### src/rtl/port_pkg.sv
`default_nettype none
// ============================================================================
// Module : port_pkg
// Brief  : Shared header layout, FIFO entry format and write-frontend states.
// Rev    : 1.0 - initial release
// ============================================================================
package port_pkg;

  localparam int unsigned DATA_W        = 16;
  localparam int unsigned HDR_DEST_LSB  = 0;
  localparam int unsigned HDR_DEST_W    = 4;
  localparam int unsigned HDR_PRIOR_LSB = 4;
  localparam int unsigned HDR_PRIOR_W   = 3;
  localparam int unsigned HDR_LEN_LSB   = 7;
  localparam int unsigned HDR_LEN_W     = 9;

  typedef struct packed {
    logic [HDR_LEN_W-1:0]   length;
    logic [HDR_PRIOR_W-1:0] prior;
    logic [HDR_DEST_W-1:0]  dest;
  } port_hdr_t;

  typedef struct packed {
    logic              hdr;
    logic              last;
    logic [DATA_W-1:0] data;
  } wr_fifo_entry_t;

  typedef enum logic [1:0] {
    IDLE = 2'd0,
    HEAD = 2'd1,
    BODY = 2'd2
  } wr_fe_state_t;

  function automatic port_hdr_t parse_hdr(input logic [DATA_W-1:0] word);
    port_hdr_t h;
    h.dest   = word[HDR_DEST_LSB  +: HDR_DEST_W];
    h.prior  = word[HDR_PRIOR_LSB +: HDR_PRIOR_W];
    h.length = word[HDR_LEN_LSB   +: HDR_LEN_W];
    return h;
  endfunction

endpackage
`default_nettype wire

### src/rtl/port_wr_fifo.sv
`default_nettype none
// ============================================================================
// Module : port_wr_fifo
// Brief  : Single-clock FIFO of wr_fifo_entry_t; a same-edge pop frees a slot
//          for a push even when full.
// Rev    : 1.0 - initial release
// ============================================================================
module port_wr_fifo
  import port_pkg::*;
#(
  parameter int unsigned DEPTH = 32
) (
  input  logic                   clk,
  input  logic                   rst,
  input  logic                   push,
  input  wr_fifo_entry_t         push_data,
  input  logic                   pop,
  output wr_fifo_entry_t         pop_data,
  output logic                   full,
  output logic                   empty,
  output logic [$clog2(DEPTH):0] count
);

  localparam int unsigned AW = $clog2(DEPTH);
  localparam int unsigned CW = AW + 1;
  localparam logic [CW-1:0] FULL_CNT = CW'(DEPTH);

  wr_fifo_entry_t mem_q [DEPTH];
  logic [AW-1:0]  wr_ptr_q, wr_ptr_d;
  logic [AW-1:0]  rd_ptr_q, rd_ptr_d;
  logic [CW-1:0]  count_q, count_d;
  logic           push_ok;
  logic           pop_ok;

  assign empty    = (count_q == '0);
  assign full     = (count_q == FULL_CNT);
  assign pop_ok   = pop && !empty;
  assign push_ok  = push && (!full || pop_ok);
  assign pop_data = mem_q[rd_ptr_q];
  assign count    = count_q;

  // Pointers are exactly AW bits wide so they wrap modulo DEPTH for free.
  always_comb begin
    wr_ptr_d = wr_ptr_q;
    rd_ptr_d = rd_ptr_q;
    count_d  = count_q;
    if (push_ok) wr_ptr_d = wr_ptr_q + AW'(1);
    if (pop_ok)  rd_ptr_d = rd_ptr_q + AW'(1);
    case ({push_ok, pop_ok})
      2'b10:   count_d = count_q + CW'(1);
      2'b01:   count_d = count_q - CW'(1);
      default: count_d = count_q;
    endcase
  end

  always_ff @(posedge clk) begin
    if (rst) begin
      wr_ptr_q <= '0;
      rd_ptr_q <= '0;
      count_q  <= '0;
    end else begin
      wr_ptr_q <= wr_ptr_d;
      rd_ptr_q <= rd_ptr_d;
      count_q  <= count_d;
    end
  end

  always_ff @(posedge clk) begin
    if (push_ok) mem_q[wr_ptr_q] <= push_data;
  end

endmodule
`default_nettype wire

### src/rtl/port_wr_frontend.sv
`default_nettype none
// ============================================================================
// Module : port_wr_frontend
// Brief  : Per-port ingress parser/buffer feeding the port write backend.
// Config : PORT_WR_LEN_CHECK_EN enables payload-length checking (err_length).
// Rev    : 1.0 - initial release
// ============================================================================
module port_wr_frontend
  import port_pkg::*;
#(
  parameter int unsigned DEPTH       = 32,
  parameter int unsigned FULL_MARGIN = 4
) (
  input  logic        clk,
  input  logic        rst,
  input  logic        wr_sop,
  input  logic        wr_vld,
  input  logic [15:0] wr_data,
  input  logic        wr_eop,
  output logic        wr_full,
  input  logic        xfer_ready,
  output logic        xfer_data_vld,
  output logic [15:0] xfer_data,
  output logic        end_of_packet,
  output logic [3:0]  cur_dest_port,
  output logic [2:0]  cur_prior,
  output logic [8:0]  cur_length,
  output logic        err_overflow,
  output logic        err_proto,
  output logic        err_length
);

  localparam int unsigned CW = $clog2(DEPTH) + 1;
  localparam logic [CW-1:0] FULL_CNT   = CW'(DEPTH);
  localparam logic [CW-1:0] MARGIN_CNT = CW'(FULL_MARGIN);

  wr_fe_state_t   state_q, state_d;
  logic           xfer_data_vld_q, xfer_data_vld_d;
  logic [15:0]    xfer_data_q, xfer_data_d;
  logic           end_of_packet_q, end_of_packet_d;
  port_hdr_t      cur_hdr_q, cur_hdr_d;
  logic           err_overflow_q, err_overflow_d;
  logic           err_proto_q, err_proto_d;

  logic           hdr_beat;
  logic           pay_beat;
  logic           eop_beat;
  logic           push;
  logic           pop;
  wr_fifo_entry_t push_entry;
  wr_fifo_entry_t head_entry;
  logic           fifo_full;
  logic           fifo_empty;
  logic [CW-1:0]  fifo_count;

  assign hdr_beat   = (state_q == HEAD) && wr_vld;
  assign pay_beat   = (state_q == BODY) && wr_vld;
  assign eop_beat   = pay_beat && wr_eop;
  assign push       = hdr_beat || pay_beat;
  assign push_entry = '{hdr: hdr_beat, last: eop_beat, data: wr_data};
  // Headers drain regardless of xfer_ready: they only load cur_*, never the backend.
  assign pop        = !fifo_empty && (head_entry.hdr || xfer_ready);
  assign wr_full    = ((FULL_CNT - fifo_count) <= MARGIN_CNT);

  port_wr_fifo #(
    .DEPTH (DEPTH)
  ) u_fifo (
    .clk       (clk),
    .rst       (rst),
    .push      (push),
    .push_data (push_entry),
    .pop       (pop),
    .pop_data  (head_entry),
    .full      (fifo_full),
    .empty     (fifo_empty),
    .count     (fifo_count)
  );

  always_comb begin
    state_d         = state_q;
    err_proto_d     = 1'b0;
    err_overflow_d  = push && fifo_full && !pop;
    cur_hdr_d       = cur_hdr_q;
    xfer_data_d     = xfer_data_q;
    xfer_data_vld_d = 1'b0;
    end_of_packet_d = 1'b0;

    unique case (state_q)
      IDLE: begin
        if (wr_sop)            state_d     = HEAD;
        if (wr_vld || wr_eop)  err_proto_d = 1'b1;
      end
      HEAD: begin
        if (wr_sop) err_proto_d = 1'b1;
        if (wr_vld) state_d     = BODY;
      end
      BODY: begin
        if (wr_sop)   err_proto_d = 1'b1;
        // A dropped last beat still closes the packet.
        if (eop_beat) state_d     = IDLE;
      end
      default: state_d = IDLE;
    endcase

    if (pop) begin
      if (head_entry.hdr) begin
        cur_hdr_d = parse_hdr(head_entry.data);
      end else begin
        xfer_data_vld_d = 1'b1;
        xfer_data_d     = head_entry.data;
        end_of_packet_d = head_entry.last;
      end
    end
  end

  always_ff @(posedge clk) begin
    if (rst) begin
      state_q         <= IDLE;
      xfer_data_vld_q <= 1'b0;
      xfer_data_q     <= '0;
      end_of_packet_q <= 1'b0;
      cur_hdr_q       <= '0;
      err_overflow_q  <= 1'b0;
      err_proto_q     <= 1'b0;
    end else begin
      state_q         <= state_d;
      xfer_data_vld_q <= xfer_data_vld_d;
      xfer_data_q     <= xfer_data_d;
      end_of_packet_q <= end_of_packet_d;
      cur_hdr_q       <= cur_hdr_d;
      err_overflow_q  <= err_overflow_d;
      err_proto_q     <= err_proto_d;
    end
  end

  assign xfer_data_vld = xfer_data_vld_q;
  assign xfer_data     = xfer_data_q;
  assign end_of_packet = end_of_packet_q;
  assign cur_dest_port = cur_hdr_q.dest;
  assign cur_prior     = cur_hdr_q.prior;
  assign cur_length    = cur_hdr_q.length;
  assign err_overflow  = err_overflow_q;
  assign err_proto     = err_proto_q;

`ifdef PORT_WR_LEN_CHECK_EN
  logic [HDR_LEN_W-1:0] len_cnt_q, len_cnt_d;
  logic [HDR_LEN_W-1:0] hdr_len_q, hdr_len_d;
  logic                 err_length_q, err_length_d;

  // Counts every payload beat the FSM accepts, including ones the FIFO drops.
  always_comb begin
    len_cnt_d    = len_cnt_q;
    hdr_len_d    = hdr_len_q;
    err_length_d = 1'b0;
    if (hdr_beat) begin
      hdr_len_d = wr_data[HDR_LEN_LSB +: HDR_LEN_W];
      len_cnt_d = '0;
    end else if (pay_beat) begin
      len_cnt_d = len_cnt_q + HDR_LEN_W'(1);
      if (wr_eop && (len_cnt_d != hdr_len_q)) err_length_d = 1'b1;
    end
  end

  always_ff @(posedge clk) begin
    if (rst) begin
      len_cnt_q    <= '0;
      hdr_len_q    <= '0;
      err_length_q <= 1'b0;
    end else begin
      len_cnt_q    <= len_cnt_d;
      hdr_len_q    <= hdr_len_d;
      err_length_q <= err_length_d;
    end
  end

  assign err_length = err_length_q;
`else
  assign err_length = 1'b0;
`endif

endmodule
`default_nettype wire

### config.mk
export PLATFORM = sky130hd
export DESIGN_NAME = port_wr_frontend
export DESIGN_NICKNAME = d
export VERILOG_FILES = /design/src/rtl/port_pkg.sv /design/src/rtl/port_wr_fifo.sv /design/src/rtl/port_wr_frontend.sv
export SDC_FILE = /design/constraint.sdc
export NUM_CORES = 1
export LEC_CHECK = 0
export BUFFER_PORTS_ARGS = -buffer_cell sky130_fd_sc_hd__buf_2
export CORE_MARGIN = 4
export CORE_UTILIZATION = 55
export CTS_BUF_LIST = sky130_fd_sc_hd__clkbuf_16
export DETAILED_ROUTE_END_ITERATION = 6
export PLACE_DENSITY = 0.75
export SYNTH_ARGS = -nofsm -noshare
export SYNTH_HDL_FRONTEND = slang
export SYNTH_SLANG_ARGS = --single-unit
### constraint.sdc
create_clock -name clk -period 3.9 [get_ports clk]
set_clock_uncertainty 0.15 [all_clocks]
set_input_delay 0.39 -clock clk [delete_from_list [all_inputs] [get_ports clk]]
set_output_delay 0.39 -clock clk [all_outputs]
set_load 0.05 [all_outputs]
==> results of run 1 <==
## kinds of logic (layout without fill, tap and decap cells)
kind of cell	after synthesis	after routing	share of synthesized area, %
and+or+nand+nor	159	159	2.94
buffers and inverters	71	255	1.65
DFF	635	635	74.4
adders and majority gates	12	12	0.604
AOI/OAI and AO/OA	43	43	1.10
muxes	245	245	19.1
other	1	1	0.0151
xor gates and xnor gates	6	6	0.211
## layout make-up
type,count,share of cell area (%)
flip-flops and latches,635,65.3
multi-input cells,466,21.3
clock buffers,61,5.39
repair buffers,134,3.29
well taps,592,2.62
clock inverters,51,1.97
inverters,9,0.119
## worst reg2reg max path, stage by stage, from the launching register on
cell and delay, ns:
dfxtp_1 0.78, nand2_1 0.11, a21oi_1 0.14, nand3_1 0.13
nand4_1 0.12, buf_4 0.19, o211ai_2 0.28, nor2_2 0.69
buf_4 0.38
## state kept, by name, summed over array words and instances, names as in the netlist, named ones only
signal and flops:
cur_length 9, state_q 2, cur_dest_port 4, err_proto 1, u_fifo.wr_ptr_q 5, xfer_data_vld 1
end_of_packet 1, u_fifo.mem_q 576, u_fifo.rd_ptr_q 5, u_fifo.count 6, xfer_data 16, cur_prior 3
err_overflow 1
## layout by cell type, fill, tap and decap left out, drive strengths merged, types with 6 or more instances in the layout
| master | n |
|---|---|
| a21oi | 18 |
| buf | 131 |
| bufinv | 11 |
| clkbuf | 61 |
| clkinv | 26 |
| dfxtp | 59 |
| edfxtp | 576 |
| ha | 12 |
| inv | 18 |
| mux2 | 19 |
| mux2i | 56 |
| mux4 | 170 |
| nand2 | 20 |
| nand3 | 11 |
| nor2 | 88 |
| nor2b | 6 |
| nor3 | 7 |
| o21ai | 9 |
## path summary, 6_finish.rpt
kind,depth (start not counted),end,slack (ns)
setup reg to reg,8,u_fifo.mem_q[27][8],0.60
hold reg to reg,2,xfer_data[5],0.35
hold / removal,1,u_fifo.mem_q[23][7],0.1
setup / recovery,8,u_fifo.mem_q[27][8],0.60
## report_power, final
group	internal, W	leakage, nW	switching (W)
clock network	0.00358	1.04	0.00249
registers	0.00772	5.66	0.000278
logic	0.00207	2.60	0.00257
total	0.0134	9.30	0.00534
## synthesized netlist by cell type (all sizes together) (2+ instances only)
library cell | number | area share [%]
a22oi | 4 | 0.12
buf | 43 | 1.2
o211ai | 5 | 0.17
a211oi | 3 | 0.091
dfxtp | 59 | 4.8
nor3 | 7 | 0.19
nand3b | 2 | 0.060
mux4 | 170 | 16
nand2 | 20 | 0.31
inv | 9 | 0.14
xor2 | 3 | 0.11
mux2i | 56 | 2.3
and2 | 2 | 0.050
edfxtp | 576 | 70
nand2b | 3 | 0.076
mux2 | 19 | 0.86
ha | 12 | 0.60
nand3 | 11 | 0.22
a21oi | 18 | 0.36
or3b | 2 | 0.070
clkbuf | 19 | 0.29
nor2b | 6 | 0.15
nor2 | 88 | 1.3
nand4 | 4 | 0.10
or2 | 2 | 0.050
o21ai | 9 | 0.18
or3 | 5 | 0.13
xnor2 | 3 | 0.11
nor4 | 2 | 0.050
## layer usage
layer	track usage [%]	wire, µm	up-vias
li1	-	-	5124
met1	34.3	22400	6419
met2	38.1	27200	711
met3	4.78	5360	109
met4	8.20	1810	0
met5	0	0	-
## repair_timing
item	CTS	global route
hold buffers	3	0
endpoints found under the hold margin	3	0
setup buffers	0	0
## through the flow
stage	instances	total power, W	setup slack (ns)
floorplan	1172	0.0117	0.996
global placement	1833	0.0126	0.598
detailed placement	1833	0.0128	0.635
CTS	1948	0.0188	0.619
global route	1948	0.0194	0.329
finish	1948	0.0187	0.602
==> metrics.md, run 1 <==
| Metric | Value |
|---|---|
| Status | `finished, final reports clean` |
| Layout cell share with drive strength beyond 1 | `just over 30%` |
| CP Capture Type | `register` |
| Final Cycle Share | `between 80% and 90%` |
| H-tree depth | `2` |
| Mapped Nets | `between 1,000 and 1,500` |
| # nets final | `1,339` |
| Synth warn | `0` |
| Critical Path AT | `between 3 and 4 ns` |
| Vias in the first global route | `between 10,000 and 15,000` |
| ANT cells | `0` |
| First-pass GRT wire length | `83,900 µm` |
| Clock sink total | `635` |
| Fmax achieved | `303 MHz` |
| Cell Pwr Density | `661 nW/µm²` |
| Hold_sp | `wr_data[7]` |
| GRT Total Usage | `between 20% and 30%` |
| Worst hold slack | `0.0965 ns` |
| Total wire length | `56,800 µm` |
| Multi-input gate area | `6040 µm²` |
| Synthesized flop and latch total | `635` |
| Post-route cell area | `28,300 µm²` |
| Ys flop type | `edfxtp_1` |
| Top Ports | `60` |
| Core ar. | `44,400 µm²` |
| CP top delay family | `simple AND/OR/NAND/NOR gates` |
| Min-delay worst type | `primary input to register` |
| Clock Latency Late Sink | `0.63 ns` |
| Slew at the pin closest to its max-slew limit | `1.12 ns` |
| Drc violations | `0` |
| Initial Util | `between 50% and 60%` |
| Die height | `221 µm` |
| Leak pwr | `around 9.3 nW` |
| GRT Residual Overflow | `0` |
| Final-report hold violation count | `0` |
| Yosys cell types | `51` |
| Post-cts sizing count | `0` |
| Largest net degree at the start of global routing | `between 80 and 90` |
| MaxCap Viol Count | `0` |
| CP cell instances | `nand2_1 -> a21oi_1 -> nand3_1 -> nand4_1 -> buf_4 -> o211ai_2 -> nor2_2 -> buf_4` |
| Final Core Density | `63.8%` |
| Post-Syn Area | `roughly 25,000 µm²` |
| Asr flop ratio synth | `0%` |
| Max_slew headroom | `25.6%` |
| Sequential element share of the synthesized area | `74.4%` |
| Clk pin slew, worst setup/hold paths | `0.07 ns` |
| Worst path most repeated cell | `buf_4` |
| Final min period | `approximately 3.3 ns` |
| Gp weighted congestion | `0.855` |
| Slowest stage delay, CP | `0.78 ns` |
| Fillers | `2,895` |
| Peak supply drop | `0.000536 V` |
| CP Data Required Time | `approximately 4.1 ns` |
| Synth Area per Inst | `21.2 µm²` |
| Area growth from synthesis to layout | `14.0%` |
| Vias per inst | `roughly 6.3` |
| CTS tree | `built` |
| Num CTS Buffers | `59` |
| Row cnt | `77` |
| Initial antenna violation count | `0` |
| Root buffer cell | `clkbuf_16` |
| Post-synth EDFFs | `576` |
| Unrepaired setup endpoints after global routing | `no` |
| Worst Path Class, Setup | `register to register` |
| Die area | `48,600 µm²` |
| Routed Antenna Nets | `0` |
| Final Max Slew Viols | `0` |
| Gate Count Post-Synth | `1,172` |
| Crit Path Max Fanout | `12` |
| Startpoint types | `register` |
| Setup Viol. Count Final | `0` |
| DP Area | `26,200 µm²` |
| CTS Buffer Depth | `3` |
| Chip width | `221 µm` |
| DR iter-0 viols | `~1,600` |
| Routed wire per std cell | `29.2 µm` |
| Via count | `12,363` |
| Register area | `18,500 µm²` |
| Crit path buf inv count | `2` |
| Setup TNS after final layout | `0 ns` |
| Port-buffer cells | `58` |
| Drt first pass iters | `6` |
| Slowest stage cell, crit path | `dfxtp_1` |
| Detailed placer's ending HPWL | `roughly 33,000 µm` |
No activity file was read; power rests on OpenSTA's default activity.
==> run 2, diff against run 1 <==
--- a/config.mk
+++ b/config.mk
@@ -5,12 +5,13 @@
 export SDC_FILE = /design/constraint.sdc
 export NUM_CORES = 1
 export LEC_CHECK = 0
+export ABC_AREA = 1
 export BUFFER_PORTS_ARGS = -buffer_cell sky130_fd_sc_hd__buf_2
 export CORE_MARGIN = 4
 export CORE_UTILIZATION = 55
 export CTS_BUF_LIST = sky130_fd_sc_hd__clkbuf_16
 export DETAILED_ROUTE_END_ITERATION = 6
-export PLACE_DENSITY = 0.75
+export PLACE_DENSITY = 0.78
 export SYNTH_ARGS = -nofsm -noshare
 export SYNTH_HDL_FRONTEND = slang
 export SYNTH_SLANG_ARGS = --single-unit
==> constraint.sdc (replaced) <==
create_clock -name clk -period 2.7 [get_ports clk]
set_clock_uncertainty 0.15 [all_clocks]
set_input_delay 0.27 -clock clk [delete_from_list [all_inputs] [get_ports clk]]
set_output_delay 0.27 -clock clk [all_outputs]
set_load 0.05 [all_outputs]
==> metrics.md, run 2 <==
| Metric | Value |
|---|---|
| R2R Setup Slk | `-0.07 ns (was 0.60 ns)` |
| Pre-CTS setup slack | `-0.00844 ns (was 0.635 ns)` |
| Synth warn | `0 (unchanged)` |
| Unrepaired setup endpoints after global routing | `yes (was no)` |
| Worst hold path stage count | `1 (unchanged)` |
| MaxCap Viol Count | `0 (unchanged)` |
| Top cells by count, synth | `576 x edfxtp_1, 347 x nor2_1, 304 x o21ai_0, 106 x o221ai_1, 90 x nand3_1 (was 576 x edfxtp_1, 130 x mux4_2, 88 x nor2_1, 59 x dfxtp_1, 56 x mux2i_1)` |
| Setup TNS after final layout | `-0.571 ns (was 0 ns)` |
| Terminus of the critical flop-to-flop path | `xfer_data[12] (was u_fifo.mem_q[27][8])` |
| Drc violations | `0 (unchanged)` |
| Crit path buf inv count | `4 (was 2)` |
| Clock Latency Late Sink | `0.63 ns (about the same)` |
| Crit Path Max Fanout | `76 (was 12)` |
| Via count | `17,328 (was 12,363)` |
| Vias per inst | `6.46 (was 6.35)` |
| Ys flop type | `edfxtp_1 (unchanged)` |
| Clk pin slew, worst setup/hold paths | `0.07 ns (about the same)` |
| Max_slew headroom | `52.5% (was 25.6%)` |
| Worst Path Class, Setup | `register to register (unchanged)` |
| Fillers | `2,949 (was 2,895)` |
| Hold_sp | `wr_data[12] (was wr_data[7])` |
| Synth Area per Inst | `13.0 µm² (was 21.2 µm²)` |
| CTS Buffer Depth | `3 (unchanged)` |
| Cell count of the worst reg-to-reg path | `10 (was 8)` |
| Slowest stage delay, CP | `0.48 ns (was 0.78 ns)` |
| Synth area leader | `edfxtp_1 (unchanged)` |
| Total power | `0.0287 W (was 0.0187 W)` |
| Die area | `49,000 µm² (was 48,600 µm²)` |
| Clock sink total | `635 (unchanged)` |
| Chip width | `221 µm (about the same)` |
| Num CTS Buffers | `59 (unchanged)` |
| Failing checks | `setup timing` |
| Post-synth EDFFs | `576 (unchanged)` |
| Fmax achieved | `362 MHz (was 303 MHz)` |
| Area growth from synthesis to layout | `16.7% (was 14.0%)` |
| Top Ports | `60 (unchanged)` |
| # nets final | `2,078 (was 1,339)` |
| Final Cycle Share | `102% (was 84.6%)` |
| CP Capture Type | `register (unchanged)` |
| Critical Path AT | `3.16 ns (was 3.45 ns)` |
| Final-report hold violation count | `0 (unchanged)` |
| Count leader, synth | `edfxtp_1 (unchanged)` |
| First-pass GRT wire length | `97,400 µm (was 83,900 µm)` |
| Post-Syn Area | `25,100 µm² (was 24,900 µm²)` |
| Most frequent cells in the layout | `576 x edfxtp_1, 316 x nor2_1, 301 x o21ai_0, 106 x o221ai_1, 81 x nand3_1 (was 576 x edfxtp_1, 130 x mux4_2, 68 x buf_4, 61 x clkbuf_16, 58 x buf_2)` |
| Gp weighted congestion | `0.868 (was 0.855)` |
| Worst hold endpoint | `u_fifo.mem_q[10][12] (was u_fifo.mem_q[23][7])` |
| Asr flop ratio synth | `0% (unchanged)` |
| Largest reg by FF count | `u_fifo.mem_q (unchanged)` |
| H-tree depth | `2 (unchanged)` |
| Startpoint types | `register (unchanged)` |
| Ranking of synthesized cells by area | `edfxtp_1 69%, o21ai_0 6.1%, nor2_1 5.2% (was edfxtp_1 70%, mux4_2 12%, dfxtp_1 4.8%)` |
| Routed Antenna Nets | `0 (unchanged)` |
| Die height | `221 µm (about the same)` |
| ANT cells | `0 (unchanged)` |
| Synth top area share | `69.0% (was 69.6%)` |
| Leak pwr | `9.88 nW (was 9.30 nW)` |
| Vias in the first global route | `16,302 (was 12,549)` |
| Detailed placer's ending HPWL | `37,400 µm (was 32,600 µm)` |
| Root buffer cell | `clkbuf_16 (unchanged)` |
| Max reg flops | `576 (unchanged)` |
| Port-buffer cells | `58 (unchanged)` |
| Core ar. | `44,600 µm² (was 44,400 µm²)` |
| Row cnt | `77 (unchanged)` |
| Layout cell share with drive strength beyond 1 | `16.7% (was 30.8%)` |
| DR iter-0 viols | `3,005 (was 1,641)` |
| Peak supply drop | `0.000693 V (was 0.000536 V)` |
| Yosys cell types | `42 (was 51)` |
| CP top delay family | `compound AO/OA/AOI/OAI gates (was simple AND/OR/NAND/NOR gates)` |
| Slew at the pin closest to its max-slew limit | `0.712 ns (was 1.12 ns)` |
| GRT Total Usage | `25.5% (was 24.1%)` |
| Gate Count Post-Synth | `1,933 (was 1,172)` |
| Min-delay worst type | `primary input to register (unchanged)` |
| Setup Viol. Count Final | `23 (was 0)` |
| CP Data Required Time | `3.10 ns (was 4.06 ns)` |
| Commonest non-fill, non-tap cell in the layout | `edfxtp_1 (unchanged)` |
| Final min period | `2.77 ns (was 3.30 ns)` |
| Routed wire per std cell | `25.2 µm (was 29.2 µm)` |
| Status | `finished with violations (was finished, final reports clean)` |
| Slowest stage cell, crit path | `dfxtp_4 (was dfxtp_1)` |
| GRT Residual Overflow | `0 (unchanged)` |
| Total wire length | `67,700 µm (was 56,800 µm)` |
| Initial Util | `56.2% (was 56.0%)` |
| Mapped Nets | `1,967 (was 1,206)` |
| Initial antenna violation count | `0 (unchanged)` |
| Final Max Slew Viols | `0 (unchanged)` |
| Final Core Density | `65.5% (was 63.8%)` |
| Synthesized flop and latch total | `635 (unchanged)` |
| CP cell instances | `clkbuf_16 -> buf_4 -> buf_12 -> o21ai_0 -> o221ai_1 -> nand3_1 -> a32oi_2 -> buf_4 -> nand3_1 -> a21oi_1 (was nand2_1 -> a21oi_1 -> nand3_1 -> nand4_1 -> buf_4 -> o211ai_2 -> nor2_2 -> buf_4)` |
| Cell Pwr Density | `980 nW/µm² (was 661 nW/µm²)` |
| Sequential element share of the synthesized area | `73.7% (was 74.4%)` |
| CTS tree | `built (unchanged)` |
| Drt first pass iters | `6 (unchanged)` |
| Largest net degree at the start of global routing | `93 (was 81)` |
| Final WS setup | `-0.0659 ns (was 0.602 ns)` |
[run 2: cell count changes in the layout (fill, tap and decap cells not counted), sizes merged, moves of 17 or more]
cell    previous run  this run
mux2              19         0
a31oi              0        17
mux2i             56         1
o22ai              0        30
buf              131       170
nand3             11        94
o221ai             0       106
o21ai              9       317
nand2             20        96
nor2              88       348
a21oi             18        45
inv               18        67
mux4             170         0
[run 2: through the flow]
stage | instance area, µm² | hold slack, ns | cells
4_1_cts | 28600 | 0.0131 | 2664
2_1_floorplan | 25100 | 0.193 | 1933
5_1_grt | 29200 | 0.0531 | 2684
3_3_place_gp | 26800 | 0.282 | 2550
3_5_place_dp | 26800 | 0.285 | 2550
6_report | 29200 | 0.0363 | 2684
[run 2: layer usage]
| metal | vias to the layer above | part of all wire [%] | track usage (%) |
|---|---|---|---|
| met5 | - | 0 | 0 |
| met3 | 149 | 12 | 5.55 |
| met2 | 1258 | 47 | 40.1 |
| met4 | 0 | 3.6 | 10.4 |
| met1 | 8457 | 37 | 35.3 |
| li1 | 7464 | - | - |
[run 2: worst max-delay path by stage]
| stage | endpoint | slack (ns) | cells past startpoint |
|---|---|---|---|
| 6_report | xfer_data[12] | -0.07 | 10 |
| 3_5_place_dp | u_fifo.mem_q[23][7] | -0.008 | 16 |
| 3_3_place_gp | u_fifo.mem_q[27][10] | 0.08 | 16 |
| 5_1_grt | xfer_data[12] | -0.15 | 11 |
| 4_1_cts | u_fifo.mem_q[28][17] | -0.0001 | 17 |
| 2_1_floorplan | u_fifo.mem_q[11][0] | -0.28 | 18 |
[run 2: worst register-to-register path, delay by kind of cell (launching register included)]
kind / cells / cell delay (ns)
AOI/OAI and AO/OA: 4 / 0.94
DFF: 1 / 0.48
and+or+nand+nor: 2 / 0.34
buffers and inverters: 4 / 0.79
[run 2: repair_timing]
item | in CTS | in global routing
buffers inserted | 0 | 10
gates resized for setup | 1 | 63
cloned | 0 | 11
endpoints found under the setup margin | 73 | 600
pin swaps | 0 | 12
endpoints found under the hold margin | 16 | 0
hold buffers | 5 | 0
[run 2: cells by family after synthesis]
kind of cell | count (synthesis) | share of synthesized area, %
AO/OA/AOI/OAI | 538 | 12.9
XOR/XNOR | 1 | 0.0350
adder cells (fa/ha/maj) | 12 | 0.599
buffers and inverters | 190 | 3.32
flip-flops | 635 | 73.7
multiplexers | 1 | 0.0400
other | 1 | 0.0150
AND/OR/NAND/NOR | 555 | 9.34
[run 2: final cells by class]
type                            count  area [µm²]  share of cell area (%)
Timing Repair Buffer              185        1930                    6.61
Inverter                           55         229                   0.783
Clock inverter                     48         285                   0.976
Multi-Input combinational cell   1108        6030                    20.6
Tap cell                          592         741                    2.53
Clock buffer                       61        1530                    5.22
Sequential cell                   635       18500                    63.2
[run 2: report_power, final]
group,switching [W],internal [W],leakage [nW]
registers,0.000312,0.0112,5.68
clock network,0.00353,0.00434,0.951
logic,0.00642,0.00286,3.25
total,0.0103,0.0184,9.88
